## src/rtl/fifo_stream_reader.sv

```systemverilog
`default_nettype none
// ============================================================================
// Module      : fifo_stream_reader
// Description : Read-side engine for the MAC datapath sync FIFO. Drains a FIFO
//               with a 1-cycle registered read latency into a 2-entry output
//               buffer and presents the words as a valid/ready stream at up to
//               one word per cycle. m_last_o marks the final beat of each burst.
// Revision    : 1.0 - initial release
// ----------------------------------------------------------------------------
// Ports
//   clk             in   rising-edge clock
//   rst_n           in   asynchronous active-low reset
//   flush_i         in   synchronous flush of buffer, in-flight read, beat count
//   fifo_empty_i    in   FIFO empty flag
//   fifo_rd_en_o    out  FIFO read strobe (combinational from m_ready_i)
//   fifo_rd_data_i  in   FIFO read data, valid the cycle after the read strobe
//   m_valid_o       out  output word valid
//   m_ready_i       in   downstream accept
//   m_data_o        out  output word (buffer head)
//   m_last_o        out  current word is the last beat of its burst
// ============================================================================
module fifo_stream_reader #(
  parameter int DATA_WIDTH = 8,
  parameter int BURST_LEN  = 16
) (
  input  logic                  clk,
  input  logic                  rst_n,
  input  logic                  flush_i,
  input  logic                  fifo_empty_i,
  output logic                  fifo_rd_en_o,
  input  logic [DATA_WIDTH-1:0] fifo_rd_data_i,
  output logic                  m_valid_o,
  input  logic                  m_ready_i,
  output logic [DATA_WIDTH-1:0] m_data_o,
  output logic                  m_last_o
);

  localparam int             BCW       = (BURST_LEN > 1) ? $clog2(BURST_LEN) : 1;
  localparam logic [BCW-1:0] LAST_BEAT = BCW'(BURST_LEN - 1);

  logic [1:0]            cnt;       // words held in the output buffer (0..2)
  logic                  inflight;  // a read issued last cycle returns this edge
  logic                  active;    // low for the first cycle out of reset
  logic [BCW-1:0]        beat_cnt;
  logic [DATA_WIDTH-1:0] buf0;      // head entry
  logic [DATA_WIDTH-1:0] buf1;      // second entry

  logic                  pop;
  logic                  push;
  logic [1:0]            occ;
  logic [1:0]            room_used;
  logic [1:0]            wr_pos;

  assign pop       = m_valid_o & m_ready_i;
  assign push      = inflight;
  assign occ       = cnt + {1'b0, inflight};
  // Occupancy as it will be after this cycle's pop; a new read is only safe
  // while fewer than two slots are committed.
  assign room_used = occ - {1'b0, pop};
  // Slot the returning word lands in, after the head has shifted on a pop.
  assign wr_pos    = cnt - {1'b0, pop};

  // The read strobe is gated by a registered flag so it stays low while reset
  // is asserted, independent of the FIFO flag.
  assign fifo_rd_en_o = active & ~flush_i & ~fifo_empty_i & (room_used < 2'd2);

  assign m_valid_o = (cnt != 2'd0);
  assign m_data_o  = buf0;
  assign m_last_o  = m_valid_o & (beat_cnt == LAST_BEAT);

  always_ff @(posedge clk or negedge rst_n) begin
    if (!rst_n) begin
      active   <= 1'b0;
      inflight <= 1'b0;
      cnt      <= 2'd0;
      beat_cnt <= '0;
      buf0     <= '0;
      buf1     <= '0;
    end else begin
      active   <= 1'b1;
      // Read strobe is forced low during flush, so this also clears inflight.
      inflight <= fifo_rd_en_o;
      if (flush_i) begin
        // Returning word (if any) is dropped; buffered words are discarded.
        cnt      <= 2'd0;
        beat_cnt <= '0;
      end else begin
        cnt <= cnt + {1'b0, push} - {1'b0, pop};
        if (pop) begin
          buf0     <= buf1;
          beat_cnt <= (beat_cnt == LAST_BEAT) ? '0 : beat_cnt + BCW'(1);
        end
        // Placed after the shift so a simultaneous push wins the head slot.
        if (push) begin
          if (wr_pos == 2'd0) begin
            buf0 <= fifo_rd_data_i;
          end else begin
            buf1 <= fifo_rd_data_i;
          end
        end
      end
    end
  end

endmodule
`default_nettype wire
```

## config.mk

```make
export PLATFORM = sky130hd
export DESIGN_NAME = fifo_stream_reader
export DESIGN_NICKNAME = d
export VERILOG_FILES = /design/src/rtl/fifo_stream_reader.sv
export SDC_FILE = /design/constraint.sdc
export NUM_CORES = 1
export LEC_CHECK = 0
export BUFFER_PORTS_ARGS = -buffer_cell sky130_fd_sc_hd__buf_2
export CORE_UTILIZATION = 40
export CTS_CLUSTER_DIAMETER = 30
export DETAILED_ROUTE_END_ITERATION = 16
export PLACE_DENSITY_LB_ADDON = 0.3
export SYNTH_ARGS = -nofsm -noshare
export SYNTH_HDL_FRONTEND = slang
export SYNTH_SLANG_ARGS = --single-unit
```

## constraint.sdc

```tcl
create_clock -name clk -period 2.5 [get_ports clk]
set_input_delay 0.125 -clock clk [delete_from_list [all_inputs] [get_ports clk]]
set_output_delay 0.125 -clock clk [all_outputs]
set_load 0.05 [all_outputs]
```

# After elaboration in Yosys (flattened, before gate mapping)
# Index checks and enable logic that the tools add are counted.
# totals
regBits,24
in_bits,13
# op_classes
add_sub_neg,4
magnitude_cmp,1
n_eq_ne,1
mux,7
bitwise,8
reduce_logical,4
# ops
cell,count
$mux 8,3
$mux 4,3
$and 1x1->1,5
$add 4x1->4 const B,1
$eq 4x4->1 const B,1
$reduce_bool 2->1,2
$sub 2x1->2,2
$not 1->1,3
$reduce_and 3->1,1
$add 2x1->2,1
$logic_not 2->1,1
$lt 2x2->1 const B,1
$mux 2,1

# Depth between registers and ports, before layout
# Gate-level depths: netlist of run 1.
# depth
word_depth,6
ltp_mapped,5
ltp_nobuf,5

# Least setup slack after synthesis of run 1
# No wires, ideal clock.
# synth_path
path_kind,register to register
from,reg cnt[1]
to,reg inflight
setup_time_ns,0.299
t_arrival_ns,2.926
required_time_ns,2.201
setup_slack_ns,-0.724
stages_incl_launch_ff,6
path_buffers,0
cell_sequence,dfrtp_1 -> o21ai_1 -> xnor2_1 -> ha_1 -> xnor2_1 -> nor4b_1
# synth_via
elab_chain_cells,5
word_cells_on_any_way,6
classes_between,add/sub: 2; order compare: 1; bitwise: 2; reduce/logical: 1
# synth_rtl
item,line,rtl
from (decl),41,logic [1:0] cnt;
from (signal assigned),88,"cnt <= cnt + {1'b0, push} - {1'b0, pop};"
branches (longest 2 deep; another with $add 2x1->2),--,
$sub 2x1->2 (*),59,"assign room_used = occ - {1'b0, pop};"
$lt 2x2->1 (*),65,assign fifo_rd_en_o = active & ~flush_i & ~fifo_empty_i & (room_used < 2'd2);
$and 1x1->1 (*),65,
via fifo_rd_en_o,30,"output logic fifo_rd_en_o,"
to (signal assigned),82,inflight <= fifo_rd_en_o;
to (decl),42,logic inflight;
# Mark *: on every way through the listed nets, which the timed path passes.
# A chain may end at the register's enable or synchronous reset.

# Worst setup path after layout of run 1
# layout_path
from,reg cnt[1]
to,out fifo_rd_en_o
# layout_via
elab_chain_cells,5
word_cells_on_any_way,6
classes_between,add/sub: 2; order compare: 1; bitwise: 2; reduce/logical: 1
# layout_rtl
item,line
branches (longest 2 deep; another with $add 2x1->2),--
$sub 2x1->2 (*),59
$lt 2x2->1 (*),65
$and 1x1->1 (*),65
to (decl),30
# Every way passes the cells marked *.

==> qor.txt, run 1 <==
Post-DRT Antenna Nets: 0
overall die height: 55.06 microns
Final Critical Period: 2.201 ns
Setup Viol. Count Final: 0
Logic pwr share: 47.7%
Avg WL per Cell: 14.17 microns
# rows: 18
first-pass GRT wire length: 3519 microns
final hold vios: 0
Vias: 778
cell taking the most area after synthesis: dfrtp_1
I/O Pins: 24
Int Power: 849.6 uW
leak pwr: 0.6373 nW
critical-path maximum fanout: 7
CTS tree: yes
GP Congestion: 0.7529
# DRC: 0
worst-case vdd ir drop: 916.5 uV
required time of the worst setup path: 2.38 ns
Tot Pwr: 1.481 mW
FILL cells: 244
part of the cycle the worst path needs: 88.05%
cell area power density: 1115 nW/um^2
mapped cell area: 1126 sq um
Die Wd: 55.06 microns
drt first pass iters: 4
top post-synthesis cells by area: dfrtp_1, o22a_1, mux2_2
Die Area: 3032 sq um
postcts setup bufs: 0
worst-margin pin slew: 0.5188 ns
sequential power share: 41.4%
Core Region: 2567 sq um
Post-Syn Nets: 102
Worst Setup Start Kind: register
Reg clk slew, reported paths: 0.12 ns
share of layout cells above drive strength 1: 37.72%
clock buffer depth: 2
critical path class: reg2out
Root Buffer: clkbuf_4
initial antenna violation count: 0
Synth cell types: 27
FMAX: 454.3 MHz
grt ovf: 0
Seq cells post-synth: 24
share of the synthesized area in the top cell type: 53.33%
final instance area: 1328 sq um
pin count of the biggest net entering global routing: 25
crit path capture type: output pin
Initial Utilization: 43.86%
TNS Setup: 0 ns
all-layer global routing usage: 16.68%
clock share of power: 10.9%
Starting DRT DRC Count: 8
Slew HR: 65.41%
area of the multi-input gates: 524.3 sq um
Worst Hold Class: in2reg
number of global-route vias before repair: 743
final-stage net count: 131
Total Routed Length: 2041 microns
Layout Cells excl Fill: 144
diode count: 0
CTS Buf Count: 3
buffers added on ports: 23
Syn-to-layout area delta: 17.89%
worst-skew pair later-pin latency: 0.31 ns
Pins Over Slew Limit: 0
status: finished, final reports clean
WP data arrival: 2.08 ns
CTS sink cnt: 24
Reg area: 600.6 sq um
Inst Count DP: 139
CTS resizes: 0
DR vias/cell: 5.403
Clock H-tree levels: 1
register area share after synthesis: 53.33%
syn_area_per_cell: 12.94 sq um
Synth Instances: 87
switching pwr: 631.1 uW
final setup skew: 0.006826 ns
placed cell areas: 1285 sq um
yosys warns: 0
Post-CTS Hold Buffers: 2
switching share of power: 42.62%
RSZ-0062 raised after global routing: no
max-cap violation count: 0
-- stage by stage --
stage                     util, %  setup WS (ns)  hold WS [ns]
after floorplan                 -        0.05787       -0.1706
after CTS                   51.71         0.2765       0.05183
after detailed placement    50.05         0.6470        0.1401
after global placement      50.05         0.6773        0.1406
final                       51.71         0.2989       0.05592
after global routing        51.71         0.1426       0.03600
-- worst paths after layout --
path | startpoint | end | slack, ns | depth (start not counted)
worst max-delay path | cnt[1]$_DFF_PN0_ | fifo_rd_en_o | 0.30 | 7
worst min-delay path | fifo_rd_data_i[3] | buf1[3]$_DFFE_PN0P_ | 0.06 | 2
worst max register to register | cnt[1]$_DFF_PN0_ | inflight$_DFF_PN0_ | 0.95 | 6
worst min register to register | m_data_o[1]$_DFFE_PN0N_ | m_data_o[1]$_DFFE_PN0N_ | 0.51 | 1
max in group asynchronous | rst_n | m_data_o[7]$_DFFE_PN0N_ | 1.84 | 2
min in group asynchronous | rst_n | beat_cnt[1]$_DFFE_PN0P_ | 0.31 | 2
-- final cells by class --
cell class / count / area share, %
clock buffer: 3 / 1.697
multi-input combinational: 61 / 39.49
sequential: 24 / 45.24
tap: 30 / 2.828
timing repair buffer: 26 / 10.74
-- placed cells by master, fill, tap and decap left out, drive strengths merged --
cell type,instances
nand2,6
or3,1
o21a,1
buf,24
o22a,16
mux2,8
nand2b,3
nor4bb,1
nor2,2
clkbuf,3
xnor2,2
nor2b,3
a21oi,6
or2,1
nand3b,2
dfrtp,24
and4,1
o21ai,2
ha,2
xor2,1
nor4b,1
a311oi,1
conb,1
dlygate4sd3,2
-- Yosys cell counts --
cell	count
nor4b_1	1
a21oi_1	5
conb_1	1
mux2_2	8
o21ai_1	1
nor2b_1	2
o22a_1	16
or3_1	1
xor2_1	1
dfrtp_1	24
a21oi_4	1
nand2b_2	1
nand2_1	5
ha_1	2
a311oi_1	1
nand2_4	1
nand3b_4	2
nand2b_1	2
xnor2_1	2
clkbuf_1	2
nor2b_4	1
o21ai_0	1
nor4bb_1	1
and4_1	1
o21a_1	1
or2_2	1
nor2_1	2
-- flip-flops by register name, summed over array words and instances, names as in the netlist --
signal and flops:
beat_cnt 4, inflight 1, active 1, m_data_o 8, buf1 8, cnt 2
-- metal layers --
layer  up-vias  routed length (microns)  track usage (%)
li1        380                        -                -
met3         2                       57            3.279
met1       382                      955            23.30
met4         0                       23            5.000
met5         -                        0                0
met2        14                     1004            26.10
-- critical path, cell delays in order (launching register included) --
cell     delay, ns
dfrtp_1       0.49
o21ai_1       0.10
buf_4         0.16
xnor2_1       0.13
ha_1          0.19
xnor2_1       0.14
nor4b_2       0.24
buf_2         0.31
-- cells by family after synthesis --
kind of cell,after synthesis,share of synthesized area [%]
AO/OA/AOI/OAI,26,18.44
XOR/XNOR,3,2.334
adder cells (fa/ha/maj),2,2.222
buffers and inverters,2,0.6669
flip-flops,24,53.33
multiplexers,8,8.000
other,1,0.3330
AND/OR/NAND/NOR,21,14.67
-- power groups by stage --
stage          Sequential (mW)  Clock, mW  Combinational, mW
2_1_floorplan            0.847          0              0.328
3_3_place_gp             0.616          0              0.706
3_5_place_dp             0.624          0              0.713
4_1_cts                  0.615      0.170              0.716
5_1_grt                  0.633      0.188              0.761
6_report                 0.613      0.161              0.706
Note: power is estimated with default switching activity, not from simulation.
==> run 2: changes to the inputs <==
clock period = 2.15 ns   (was 2.5 ns; I/O delays follow)
==> run 2 against run 1 <==
Critical path depth fell by 1. Routed wire length rose by 4.8%. Highest routed layer unchanged. Count of clock-buffer cells in the layout did not move.
==> qor.txt, run 2 (synthesis gave the netlist of run 1 again) <==
reg2reg end: cnt[1]$_DFF_PN0_
Post-DRT Antenna Nets: 0
final hold vios: 0
Initial Utilization: 43.86%
Slew HR: 64.41%
FMAX: 501.0 MHz
Vias: 785
slowest cell delay on critical path: 0.47 ns
Final Critical Period: 1.996 ns
cell area power density: 1301 nW/um^2
Syn-to-layout area delta: 19.67%
RSZ-0062 raised after global routing: no
# rows: 18
critical path startpoint: cnt[1]$_DFF_PN0_
critical-path maximum fanout: 7
pin count of the biggest net entering global routing: 25
worst-margin pin slew: 0.5338 ns
Die Area: 3032 sq um
Root Buffer: clkbuf_4
Reg area: 601.8 sq um
CTS tree: yes
Worst Hold Class: in2reg
most common library cell in the layout ignoring fill and taps: dfrtp_1
diode count: 0
Tot Pwr: 1.753 mW
area of the multi-input gates: 536.8 sq um
Clock H-tree levels: 1
Core Region: 2567 sq um
CP max stage cell: dfrtp_2
number of global-route vias before repair: 764
Worst Setup Start Kind: register
Avg WL per Cell: 14.85 microns
DP Worst Slack: 0.3595 ns
critical path class: reg2out
Reg clk slew, reported paths: 0.12 ns
DR vias/cell: 5.451
WP data arrival: 1.89 ns
RR Startpoint: cnt[1]$_DFF_PN0_
post-route setup slack: 0.1540 ns
required time of the worst setup path: 2.04 ns
CP endpoint: fifo_rd_en_o
max-cap violation count: 0
crit path capture type: output pin
worst-skew pair later-pin latency: 0.31 ns
TNS Setup: 0 ns
buffers added on ports: 23
Crit path top cell by count: xnor2_1
grt ovf: 0
# DRC: 0
CTS Buf Count: 3
share of layout cells above drive strength 1: 39.47%
Starting DRT DRC Count: 2
GP Congestion: 0.6809
part of the cycle the worst path needs: 92.84%
delay-heaviest family, CP: flip-flops
R2R depth: 5
final instance area: 1348 sq um
status: finished, final reports clean
I/O Pins: 24
Total Routed Length: 2138 microns
leak pwr: 0.6418 nW
worst-case vdd ir drop: 848.4 uV
CTS sink cnt: 24
Pins Over Slew Limit: 0
first-pass GRT wire length: 3484 microns
drt first pass iters: 2
FILL cells: 249
all-layer global routing usage: 16.91%
final setup skew: 0.008276 ns
placed cell areas: 1294 sq um
cells along the critical path: o21ai_2 > xnor2_1 > ha_1 > xnor2_1 > nor4b_4 > buf_6
Fin Hold WS: 0.03309 ns
dpl hpwl: 1540 microns
overall die height: 55.06 microns
WP depth: 6
Die Wd: 55.06 microns
most frequent cells in the layout: dfrtp_1, buf_2, o22a_1
clock buffer depth: 2
initial antenna violation count: 0
worst path bufs/invs: 1
R2R setup slack: 0.67 ns
Setup Viol. Count Final: 0
final-stage net count: 131
-- run 2: worst min-delay path by stage --
| stage | start | cells after the start | to | slack (ns) |
|---|---|---|---|---|
| after floorplan | rst_n | 0 | active$_DFF_PN0_ | -0.19 |
| after global placement | rst_n | 1 | cnt[1]$_DFF_PN0_ | 0.11 |
| after detailed placement | rst_n | 1 | beat_cnt[3]$_DFFE_PN0P_ | 0.13 |
| after CTS | fifo_rd_data_i[6] | 2 | buf1[6]$_DFFE_PN0P_ | 0.03 |
| after global routing | fifo_rd_data_i[6] | 2 | buf1[6]$_DFFE_PN0P_ | 0.02 |
| final | fifo_rd_data_i[6] | 2 | buf1[6]$_DFFE_PN0P_ | 0.03 |
-- run 2: per-layer routing --
metal  part of all wire, %  global-route usage, %  vias up  wire [microns]
met5                     0                      0        -               0
met4                   1.7                  7.500        0              37
met3                   3.9                  3.279        5              84
met2                    50                  27.31       14            1070
met1                    44                  21.91      385             945
li1                      -                      -      381               -
-- run 2: final cells by class --
cell class                 count  area share, %
clock buffer                   3          1.671
tap                           30          2.786
timing repair buffer          26          11.05
multi-input combinational     61          39.83
sequential                    24          44.66
-- run 2: where the power goes --
part	leakage, nW	internal, mW	switching, mW
logic	0.323	0.312	0.527
clock network	0.0138	0.0656	0.126
registers	0.305	0.618	0.105
-- run 2: stage by stage --
stage / util [%] / std cells
2_1_floorplan: - / 87
3_3_place_gp: 50.39 / 139
3_5_place_dp: 50.39 / 139
4_1_cts: 52.14 / 144
5_1_grt: 52.49 / 144
6_report: 52.49 / 144
-- run 2: what timing repair did --
item | 4_1_cts | 5_1_grt
endpoints found under the setup margin | 1 | 1
hold buffers | 2 | 0
gates resized for setup | 1 | 3
hold endpoints to repair | 25 | 0
buffers inserted | 0 | 0
gates cloned | 0 | 0
==> run 3: changes to the inputs <==
==> constraint.sdc (replaced) <==
create_clock -name clk -period 2.15 [get_ports clk]
set_input_delay 0.1075 -clock clk [delete_from_list [all_inputs] [get_ports clk]]
set_output_delay 0.1075 -clock clk [all_outputs]
set_load 0.005 [all_outputs]
==> run 3 against run 2 <==
Worst setup slack worse by 0.0011 ns. Power down 16%. Design area down 0.46%. Routed wire length up 1.6%. Global-route usage up 0.35 points. Hold slack worse by 0.013 ns. Critical path type unchanged. Largest power group is now registers. Highest routed layer unchanged.
==> qor.txt, run 3 (synthesis gave the netlist of run 1 again) <==
share of layout cells above drive strength 1: 38.26%
RSZ-0062 raised after global routing: no
critical-path maximum fanout: 7
# rows: 18
critical path class: reg2out
worst-margin pin slew: 0.5452 ns
buffers added on ports: 23
Avg WL per Cell: 14.99 microns
grt ovf: 0
Die Wd: 55.06 microns
FMAX: 500.7 MHz
Clock H-tree levels: 1
Tot Pwr: 1.471 mW
Vias: 790
Final Critical Period: 1.997 ns
worst-skew pair later-pin latency: 0.32 ns
final setup skew: 0.009696 ns
Reg clk slew, reported paths: 0.14 ns
number of global-route vias before repair: 763
FILL cells: 249
Pins Over Slew Limit: 0
Initial Utilization: 43.86%
final-stage net count: 131
dpl hpwl: 1504 microns
Setup Viol. Count Final: 0
final instance area: 1341 sq um
DR vias/cell: 5.448
first-pass GRT wire length: 3560 microns
GP Congestion: 0.7233
initial antenna violation count: 0
Core Region: 2567 sq um
Syn-to-layout area delta: 19.11%
WP data arrival: 1.89 ns
cell area power density: 1097 nW/um^2
most frequent cells in the layout: dfrtp_1, buf_2, o22a_1
Starting DRT DRC Count: 9
Total Routed Length: 2173 microns
CTS Buf Count: 3
drt first pass iters: 4
all-layer global routing usage: 17.25%
I/O Pins: 24
worst-case vdd ir drop: 772.0 uV
# DRC: 0
required time of the worst setup path: 2.04 ns
most common library cell in the layout ignoring fill and taps: dfrtp_1
Die Area: 3032 sq um
Util after Layout: 52.24%
overall die height: 55.06 microns
Root Buffer: clkbuf_4
Slew HR: 63.65%
Post-DRT Antenna Nets: 0
pin count of the biggest net entering global routing: 25
Worst Setup Start Kind: register
max-cap violation count: 0
diode count: 0
crit path capture type: output pin
leak pwr: 0.6445 nW
status: finished, final reports clean
placed cell areas: 1279 sq um
final hold vios: 0
CTS sink cnt: 24
TNS Setup: 0 ns
clock buffer depth: 2
CTS tree: yes
part of the cycle the worst path needs: 92.89%
Fin Hold WS: 0.02024 ns
Worst Hold Class: in2reg
## run 3: through the flow
step / cells / setup slack (ns)
after global routing: 145 / 0.004980
after detailed placement: 139 / 0.4572
after global placement: 139 / 0.5181
after CTS: 145 / 0.08185
after floorplan: 87 / 0.4012
final: 145 / 0.1528
## run 3: timing repair
| item | in CTS | in global routing |
|---|---|---|
| buffers inserted | 0 | 0 |
| hold buffers | 2 | 0 |
| endpoints found under the setup margin | 0 | 1 |
| resized for setup | 0 | 1 |
| hold endpoints to repair | 25 | 0 |
## run 3: layout make-up
type | count | area (sq um) | area share (%)
clock buffer | 4 | 36.28 | 2.705
tap | 30 | 37.54 | 2.798
timing repair buffer | 26 | 142.6 | 10.63
multi-input combinational | 61 | 524.3 | 39.09
sequential | 24 | 600.6 | 44.78
## run 3: where the power goes
group | internal (mW) | leakage (nW) | total [mW] | switching [mW]
combinational | 0.302 | 0.317 | 0.512 | 0.210
clock | 0.104 | 0.0210 | 0.243 | 0.139
sequential | 0.617 | 0.307 | 0.716 | 0.0988
total | 1.02 | 0.644 | 1.47 | 0.448
## run 3: critical path, cell delays in order (launching register included)
cell and delay [ns]:
dfrtp_1 0.48, o21ai_1 0.22, xnor2_1 0.10, ha_1 0.20, xnor2_1 0.16, nor4b_2 0.25
buf_2 0.16
## run 3: final timing paths
kind / from / to / slack, ns / cells after the start
worst max-delay path: cnt[1]$_DFF_PN0_ / fifo_rd_en_o / 0.15 / 6
worst min-delay path: fifo_rd_data_i[7] / buf1[7]$_DFFE_PN0P_ / 0.02 / 2
worst max register to register: cnt[1]$_DFF_PN0_ / inflight$_DFF_PN0_ / 0.64 / 5
worst min register to register: m_data_o[1]$_DFFE_PN0N_ / m_data_o[1]$_DFFE_PN0N_ / 0.52 / 1
max in group asynchronous: rst_n / buf1[4]$_DFFE_PN0P_ / 1.50 / 2
min in group asynchronous: rst_n / beat_cnt[3]$_DFFE_PN0P_ / 0.28 / 2
## run 3: metal layers
| metal | up-vias | GRT usage, % | share of wire (%) |
|---|---|---|---|
| li1 | 378 | - | - |
| met1 | 390 | 21.86 | 44 |
| met2 | 18 | 28.51 | 51 |
| met3 | 4 | 3.279 | 3.0 |
| met4 | 0 | 7.500 | 1.7 |
| met5 | - | 0 | 0 |
